File: src/rtl/multicycle_control.sv
// Multi-cycle CPU control FSM: sequences fetch/decode/execute/memory/writeback
// over several clocks, stalls on mem_ready, counts retired instructions and
// traps unsupported opcodes in a sticky ILLEGAL state.
module multicycle_control #(
  parameter int MEM_WAIT_MAX = 15,
  parameter int CNT_W        = 32
) (
  input  logic             clk_cpu,
  input  logic             reset,
  input  logic [5:0]       opcode,
  input  logic [5:0]       func,
  input  logic             mem_ready,
  output logic             pc_write,
  output logic             pc_write_beq,
  output logic             pc_write_bne,
  output logic [1:0]       pc_src,
  output logic             iord,
  output logic             mem_read,
  output logic             mem_write,
  output logic             ir_write,
  output logic             reg_write,
  output logic [1:0]       reg_dst,
  output logic [1:0]       mem2reg,
  output logic             alu_src_a,
  output logic [2:0]       alu_src_b,
  output logic [2:0]       alu_control,
  output logic             illegal,
  output logic             mem_timeout,
  output logic [3:0]       state,
  output logic [CNT_W-1:0] inst_count
);

  typedef enum logic [3:0] {
    FETCH    = 4'd0,  DECODE = 4'd1,  MEM_ADDR = 4'd2,  MEM_RD = 4'd3,
    MEM_WB   = 4'd4,  MEM_WR = 4'd5,  R_EXEC   = 4'd6,  R_WB   = 4'd7,
    BRANCH   = 4'd8,  JUMP   = 4'd9,  I_EXEC   = 4'd10, I_WB   = 4'd11,
    ST_ILLEGAL = 4'd12
  } state_t;

  localparam logic [5:0] OP_R = 6'b000000, OP_LW = 6'b100011, OP_SW = 6'b101011,
                         OP_BEQ = 6'b000100, OP_BNE = 6'b000101, OP_ADDI = 6'b001000,
                         OP_ANDI = 6'b001100, OP_ORI = 6'b001101, OP_SLTI = 6'b001010,
                         OP_LUI = 6'b001111, OP_J = 6'b000010, OP_JAL = 6'b000011;
  localparam logic [5:0] FN_JR = 6'b001000;

  localparam logic [2:0] ALU_AND = 3'b000, ALU_OR = 3'b001, ALU_ADD = 3'b010,
                         ALU_SUB = 3'b110, ALU_SLT = 3'b111, ALU_NOR = 3'b100,
                         ALU_SRL = 3'b101, ALU_XOR = 3'b011;

  localparam int SW_W = $clog2(MEM_WAIT_MAX + 1);
  localparam logic [SW_W-1:0] STALL_MAX = SW_W'(MEM_WAIT_MAX);

  state_t          cur, nxt;
  logic            r_ok, i_ok;
  logic [2:0]      r_alu, i_alu, i_asb;
  logic [SW_W-1:0] stall, stall_inc;
  logic            waiting, retire;

  assign state = cur;

  // Instruction decode: legal R-type funcs, ALU op for R/I forms, I-type B select
  always_comb begin
    r_ok  = 1'b1;
    r_alu = 3'b000;
    case (func)
      6'b100000: r_alu = ALU_ADD;
      6'b100010: r_alu = ALU_SUB;
      6'b100100: r_alu = ALU_AND;
      6'b100101: r_alu = ALU_OR;
      6'b100111: r_alu = ALU_NOR;
      6'b100110: r_alu = ALU_XOR;
      6'b101010: r_alu = ALU_SLT;
      6'b000010: r_alu = ALU_SRL;
      default:   r_ok  = 1'b0;
    endcase
    i_ok  = 1'b1;
    i_alu = 3'b000;
    i_asb = 3'b000;
    case (opcode)
      OP_ADDI: begin i_asb = 3'b010; i_alu = ALU_ADD; end
      OP_SLTI: begin i_asb = 3'b010; i_alu = ALU_SLT; end
      OP_ANDI: begin i_asb = 3'b100; i_alu = ALU_AND; end
      OP_ORI:  begin i_asb = 3'b100; i_alu = ALU_OR;  end
      OP_LUI:  begin i_asb = 3'b101; i_alu = ALU_OR;  end
      default: i_ok = 1'b0;
    endcase
  end

  // State register
  always_ff @(posedge clk_cpu) begin
    if (reset) cur <= FETCH;
    else       cur <= nxt;
  end

  // Next state and per-state datapath controls; strobes gated off during reset
  always_comb begin
    nxt          = cur;
    pc_write     = 1'b0;
    pc_write_beq = 1'b0;
    pc_write_bne = 1'b0;
    pc_src       = 2'b00;
    iord         = 1'b0;
    mem_read     = 1'b0;
    mem_write    = 1'b0;
    ir_write     = 1'b0;
    reg_write    = 1'b0;
    reg_dst      = 2'b00;
    mem2reg      = 2'b00;
    alu_src_a    = 1'b0;
    alu_src_b    = 3'b000;
    alu_control  = 3'b000;
    illegal      = 1'b0;
    case (cur)
      FETCH: begin
        mem_read    = 1'b1;
        alu_src_b   = 3'b001;
        alu_control = ALU_ADD;
        ir_write    = mem_ready;
        pc_write    = mem_ready;
        if (mem_ready) nxt = DECODE;
      end
      DECODE: begin
        alu_src_b   = 3'b011;
        alu_control = ALU_ADD;
        if (opcode == OP_LW || opcode == OP_SW)               nxt = MEM_ADDR;
        else if (opcode == OP_R && func == FN_JR)             nxt = JUMP;
        else if (opcode == OP_R)                              nxt = r_ok ? R_EXEC : ST_ILLEGAL;
        else if (opcode == OP_J || opcode == OP_JAL)          nxt = JUMP;
        else if (opcode == OP_BEQ || opcode == OP_BNE)        nxt = BRANCH;
        else if (i_ok)                                        nxt = I_EXEC;
        else                                                  nxt = ST_ILLEGAL;
      end
      MEM_ADDR: begin
        alu_src_a   = 1'b1;
        alu_src_b   = 3'b010;
        alu_control = ALU_ADD;
        nxt         = (opcode == OP_SW) ? MEM_WR : MEM_RD;
      end
      MEM_RD: begin
        mem_read = 1'b1;
        iord     = 1'b1;
        if (mem_ready) nxt = MEM_WB;
      end
      MEM_WB: begin
        reg_write = 1'b1;
        mem2reg   = 2'b01;
        nxt       = FETCH;
      end
      MEM_WR: begin
        mem_write = 1'b1;
        iord      = 1'b1;
        if (mem_ready) nxt = FETCH;
      end
      R_EXEC, R_WB: begin
        alu_src_a   = 1'b1;
        alu_control = r_alu;
        if (cur == R_WB) begin
          reg_write = 1'b1;
          reg_dst   = 2'b01;
          nxt       = FETCH;
        end else begin
          nxt = R_WB;
        end
      end
      BRANCH: begin
        alu_src_a    = 1'b1;
        alu_control  = ALU_SUB;
        pc_src       = 2'b01;
        pc_write_beq = (opcode == OP_BEQ);
        pc_write_bne = (opcode == OP_BNE);
        nxt          = FETCH;
      end
      JUMP: begin
        pc_write = 1'b1;
        if (opcode == OP_R) begin
          pc_src = 2'b11;
        end else begin
          pc_src = 2'b10;
          if (opcode == OP_JAL) begin
            // PC already holds PC+4 from FETCH, so it is the link value
            reg_write = 1'b1;
            reg_dst   = 2'b10;
            mem2reg   = 2'b10;
          end
        end
        nxt = FETCH;
      end
      I_EXEC, I_WB: begin
        alu_src_a   = 1'b1;
        alu_src_b   = i_asb;
        alu_control = i_alu;
        if (cur == I_WB) begin
          reg_write = 1'b1;
          nxt       = FETCH;
        end else begin
          nxt = I_WB;
        end
      end
      ST_ILLEGAL: begin
        illegal = 1'b1;
        nxt     = ST_ILLEGAL;
      end
      default: nxt = FETCH;
    endcase
    if (reset) begin
      pc_write     = 1'b0;
      pc_write_beq = 1'b0;
      pc_write_bne = 1'b0;
      ir_write     = 1'b0;
      mem_read     = 1'b0;
      mem_write    = 1'b0;
      reg_write    = 1'b0;
    end
  end

  assign retire = (cur == MEM_WB) || (cur == MEM_WR && mem_ready) || (cur == R_WB) ||
                  (cur == BRANCH) || (cur == JUMP) || (cur == I_WB);

  // Retired-instruction counter, wraps naturally
  always_ff @(posedge clk_cpu) begin
    if (reset)       inst_count <= '0;
    else if (retire) inst_count <= inst_count + CNT_W'(1);
  end

  assign waiting   = (cur == FETCH) || (cur == MEM_RD) || (cur == MEM_WR);
  assign stall_inc = (stall == STALL_MAX) ? stall : stall + SW_W'(1);

  // Memory stall watchdog: saturating consecutive-wait count, sticky timeout
  always_ff @(posedge clk_cpu) begin
    if (reset) begin
      stall       <= '0;
      mem_timeout <= 1'b0;
    end else if (waiting && !mem_ready) begin
      stall <= stall_inc;
      if (stall_inc == STALL_MAX) mem_timeout <= 1'b1;
    end else begin
      stall <= '0;
    end
  end

endmodule

File: config.mk
export PLATFORM = sky130hd
export DESIGN_NAME = multicycle_control
export DESIGN_NICKNAME = d
export VERILOG_FILES = /design/src/rtl/multicycle_control.sv
export SDC_FILE = /design/constraint.sdc
export NUM_CORES = 1
export LEC_CHECK = 0
export CAP_MARGIN = 20
export CORE_MARGIN = 5
export CORE_UTILIZATION = 30
export CTS_BUF_LIST = sky130_fd_sc_hd__clkbuf_4 sky130_fd_sc_hd__clkbuf_8 sky130_fd_sc_hd__clkbuf_16
export DETAILED_ROUTE_END_ITERATION = 10
export PLACE_DENSITY = 0.55
export SETUP_SLACK_MARGIN = 0.3
export SKIP_LAST_GASP = 1
export SLEW_MARGIN = 40
export SYNTH_ARGS = -nofsm -noshare
export SYNTH_HDL_FRONTEND = slang
export SYNTH_SLANG_ARGS = --single-unit
File: constraint.sdc
create_clock -name clk_cpu -period 3.9 [get_ports clk_cpu]
set_input_delay 0.975 -clock clk_cpu [delete_from_list [all_inputs] [get_ports clk_cpu]]
set_output_delay 0.975 -clock clk_cpu [all_outputs]
set_load 0.02 [all_outputs]
== Word level (Yosys, flattened, before mapping) ==
Cells that the tools add are included.
Word-level totals
  register bits: 41
  logic and storage cells: 124
Operators by class
  bitwise operators: 1
  reduce and logical (&&, ||, !) cells: 30
  add/sub/neg operators: 2
  multiplexer cells: 50
  equal/unequal tests: 37
Operator list (count)
  equality test 6 bit (second input constant): 9
  equality test 6 x 4 -> 1 bit (second input constant): 6
  two-way mux 4 bit: 9
  adder 32 x 1 -> 32 bit (second input constant): 1
  one-hot mux 4 bit (8 select lines): 1
  equality test 4 bit (second input constant): 7
  one-hot mux 3 bit (4 select lines): 2
  two-way mux 1 bit: 23
  one-hot mux 3 bit (7 select lines): 1
  equality test 6 x 2 -> 1 bit (second input constant): 3
  one-hot mux 3 bit (3 select lines): 2
  equality test 4 x 3 -> 1 bit (second input constant): 4
  OR reduction 2 bit: 8
  two-way mux 3 bit: 5
  equality test 6 x 3 -> 1 bit (second input constant): 2
  one-hot mux 2 bit (2 select lines): 3
  logical OR 1 bit: 10
  equality test 4 x 2 -> 1 bit (second input constant): 2
  OR reduction 8 bit: 1
  logical NOT 6 bit: 1
  != test 2 bit (second input constant): 3
  OR reduction 6 bit: 1
  OR reduction 5 bit: 1
  adder 4 x 1 -> 4 bit (second input constant): 1
  other kinds (11): 14

== Logic depth before layout (Yosys ltp) ==
  word-level depth: 10
  depth in mapped cells: 7
  depth with buffers taken out: 5

== Worst setup path before layout ==
OpenSTA, ideal clock, no wires.
  path type: input -> output
  from: in opcode[3]
  to: out reg_write
  cell stages on the path: 6
  data arrival time: 2.285 ns
  slack: 0.640 ns
  cells stage by stage: clkbuf_1 nor4_1 nand3_1 nor2_1 a311oi_1 nor2_1
On the way
  word-level cells in the longest chain between the ends: 5
Ends and longest elaborated chain
  from (decl): RTL line 10  | input logic [5:0] opcode,
  equality test 6 x 2 -> 1 bit: RTL line 179  | if (opcode == OP_JAL) begin
  two-way mux 1 bit: RTL line 179
  two-way mux 1 bit *: RTL line 175  | if (opcode == OP_R) begin
  one-hot mux 1 bit (4 select lines) *: RTL line 113  | case (cur)
  two-way mux 1 bit *: RTL line 205  | if (reset) begin
  to (decl): RTL line 21  | output logic reg_write,
Mark *: on every way between the ends. The rest lies on a longest branch, timed or not.

== Final worst setup path ==
  from: in opcode[5]
  to: out alu_control[2]
On the way
  word-level cells in the longest chain between the ends: 4
Ends and longest elaborated chain
  equality test 6 x 4 -> 1 bit: RTL line 79  | case (opcode)
  OR reduction 2 bit (no source line)
  one-hot mux 3 bit (3 select lines) *: RTL line 79
  one-hot mux 3 bit (4 select lines) *: RTL line 113
  to (decl): RTL line 26  | output logic [2:0] alu_control,
Marked as above.

==> impl_metrics.toml <==
[clock_network]
cts_num_sinks = 41
cts-buffers-inserted = 5
path_clk_slew_ps = 70
tritoncts = "done"
hold_buffers = 0
root_buffer = "clkbuf_8"
clk_latency_worst_skew_pair_ps = 290
clk_buf_depth = 2
cts_htree_levels = 2
setup_buffers_after_cts = 0

[run]
maxCapViolCount = 0

[global_routing]
globalRouteOverflowTotal = 0
grt_util_all_layers_pct = 14.5
pin_count_of_the_biggest_net_entering_global_routing = 22
antenna_found_initial = 0
grt_pass1_vias = 2496
grt_first_pass_wirelength_mm = 12.4

[synthesis]
synthDominantCellAreaShare_pct = 31.7
syn_nets = 356
synth_seq_area_share_pct = 31.7
post_synth_most_frequent_cells = "nor2_1 (44), dfxtp_1 (41), nand2_1 (27)"
yosys_register_bits = 41
leading_area_contributor_after_synthesis = "dfxtp_1"
count_of_flip_flops_with_a_built_in_enable_after_synthesis = 0
synthCells = 339
ys.flop_type = "dfxtp_1"
synth_warnings = 0
post-synth-top-count-cell = "nor2_1"
synth_area_um2 = 2590
synthTopCellsByArea = "dfxtp_1 (32%), xor2_1 (7.1%), nor2_1 (6.4%)"
synthArstFlopShare_pct = 0
synth_cell_types = 51
post_synth.cell_area_avg_um2 = 7.63

[sta]
timing.max_slew.rel_slack_pct = 58.1
setup_viol_count_final = 0
finalCriticalPeriod_ps = 3480
setup_repair_after_global_routing_missed_its_margin = "no"
hold_slack_ps = 487
tightestPinTransition_ps = 623
drv_slew = 0
layout_worst_path_cycle_share_pct = 89.3
max_freq_ghz = 0.287
fin_skew_ps = 12.6
final_hold_viol_count = 0
setup-tns-final_ps = 0

[power]
intPower_mw = 0.872
cellPowerDensity_nw_per_um2 = 375
switching_share_pct = 35.3
netSwitchingPower_mw = 0.475
totalPowerFinal_mw = 1.35
combPwrFrac_pct = 38.9
power.share.clock_pct = 26.8
part_of_the_power_in_registers_pct = 34.3
ir_worst_vdd_v = 0.000153
power_leakage_nw = 1.33

[setup_path]
worstReg2RegStart = "state[1]"
r2r.worst_path.cells = 7
required_ps = 2920
setup.worst_path.class = "in -> out"
timing.critical_path.arrival_ps = 2510
r2r_setup_slack_ps = 1320
timing.critical_path.from_type = "input pin"
end_kind = "output pin"
timing.rr.end = "inst_count[31]"
critical_path.max_fanout = 6

[floorplan]
floorplan.initialDensity_pct = 31.2
core_um2 = 8300
die_x_um = 103
fp.dieArea_um2 = 10600
rows = 33
die_h_um = 103
floorplan.io_pins = 74

[drt]
wl_per_cell_um = 14.4
ant_nets = 0
post_drt_via_cell_ratio = 5.22
router_iterations_before_antenna_repair = 4
dr_total_vias = 2729
initialDrtViolationCount = 134
wirelength_mm = 7.52
remaining_drc_errors = 0

[outcome]
outcome = "finished clean"

[hold_path]
holdCritPathClass = "reg -> reg"
min_delay_worst_endpoint = "inst_count[31]"
holdCritStartpoint = "inst_count[31]"
worst_hold_path.num_cells = 2

[final_layout]
drive_above_1_share_pct = 8.37
antenna-diode-count = 0
layout-area-overhead-vs-synth_pct = 38.9
net_total_in_the_final_layout = 434

[placed_design]
dp.final_hpwl_mm = 5.74
routabilityCongestion = 0.851
buffer_ports.inserted = 73
## how the worst max path moves through the flow
stage | startpoint | end
2_1_floorplan | opcode[3] | reg_write
3_3_place_gp | opcode[5] | reg_write
3_5_place_dp | opcode[5] | pc_src[0]
4_1_cts | reset | pc_write
5_1_grt | opcode[5] | alu_control[2]
6_report | opcode[5] | alu_control[2]
## sequential cells by signal, summed over array words and instances, names as in the netlist
name and flops:
stall 4, state 4, mem_timeout 1, inst_count 32
## power by group through the flow
stage / logic (mW) / registers, mW / clock network, mW
global route: 0.569 / 0.466 / 0.394
global placement: 0.535 / 0.471 / 0
detailed placement: 0.536 / 0.472 / 0
CTS: 0.523 / 0.462 / 0.370
floorplan: 0.302 / 0.492 / 0
finish: 0.524 / 0.463 / 0.361
## layout make-up
type / count / area, um^2
Clock buffer: 7 / 90.1
Clock inverter: 1 / 30.0
Fill cell: 831 / 4710
Inverter: 12 / 45.0
Multi-Input combinational cell: 267 / 1650
Sequential cell: 41 / 821
Tap cell: 105 / 131
Timing Repair Buffer: 90 / 831
## logic make-up after synthesis
kind of cell               Yosys count  synth area share, %
adders and majority gates            3                 1.35
muxes                                4                 1.55
buffers and inverters               31                 4.88
and+or+nand+nor                    174                 36.3
DFF                                 41                 31.7
xor gates and xnor gates            26                 8.80
AOI/OAI and AO/OA                   60                 15.4
## layout by cell type (no fill, tap or decap), types with 5 or more instances in the layout
cell type and n:
clkdlybuf4s50_1 60, nor2_1 44, dfxtp_1 41, nand2_1 27, nand4_1 21, xor2_1 21
a21oi_1 19, buf_4 17, o21ai_0 15, nand3_1 13, inv_1 12, nor3_1 10
and2_1 10, or3_1 9, dlygate4sd2_1 8, nor4_1 6, clkbuf_8 6, xnor2_1 5
and3_1 5
## what timing repair did
action | CTS | global route
pin swaps | 0 | 0
endpoints found under the setup margin | 12 | 6
resized for setup | 12 | 11
hold endpoints to repair | 0 | 0
## metal layers
layer	GRT usage, %	vias up	share of wire (%)
li1	-	1383	-
met1	20.2	1287	48
met2	23.7	55	47
met3	2.71	4	4.6
met4	2.39	0	0.45
met5	0	-	0
## stage by stage
stage	setup WS (ps)	instances	utilization [%]	instance area (um^2)
after global placement	78.1	515	42.1	3500
after detailed placement	35.9	515	42.1	3500
after CTS	314	523	43.4	3600
after floorplan	640	339	-	2590
final	417	523	43.3	3590
after global routing	310	523	43.3	3590
## worst max-delay path: stages
cell and delay, ps:
clkdlybuf4s50_1 490, nor2_1 180, nand4_1 150, inv_1 100, nand2_1 90, o211ai_1 170
dlygate4sd2_1 350
Power figures use the tool's default switching activity.
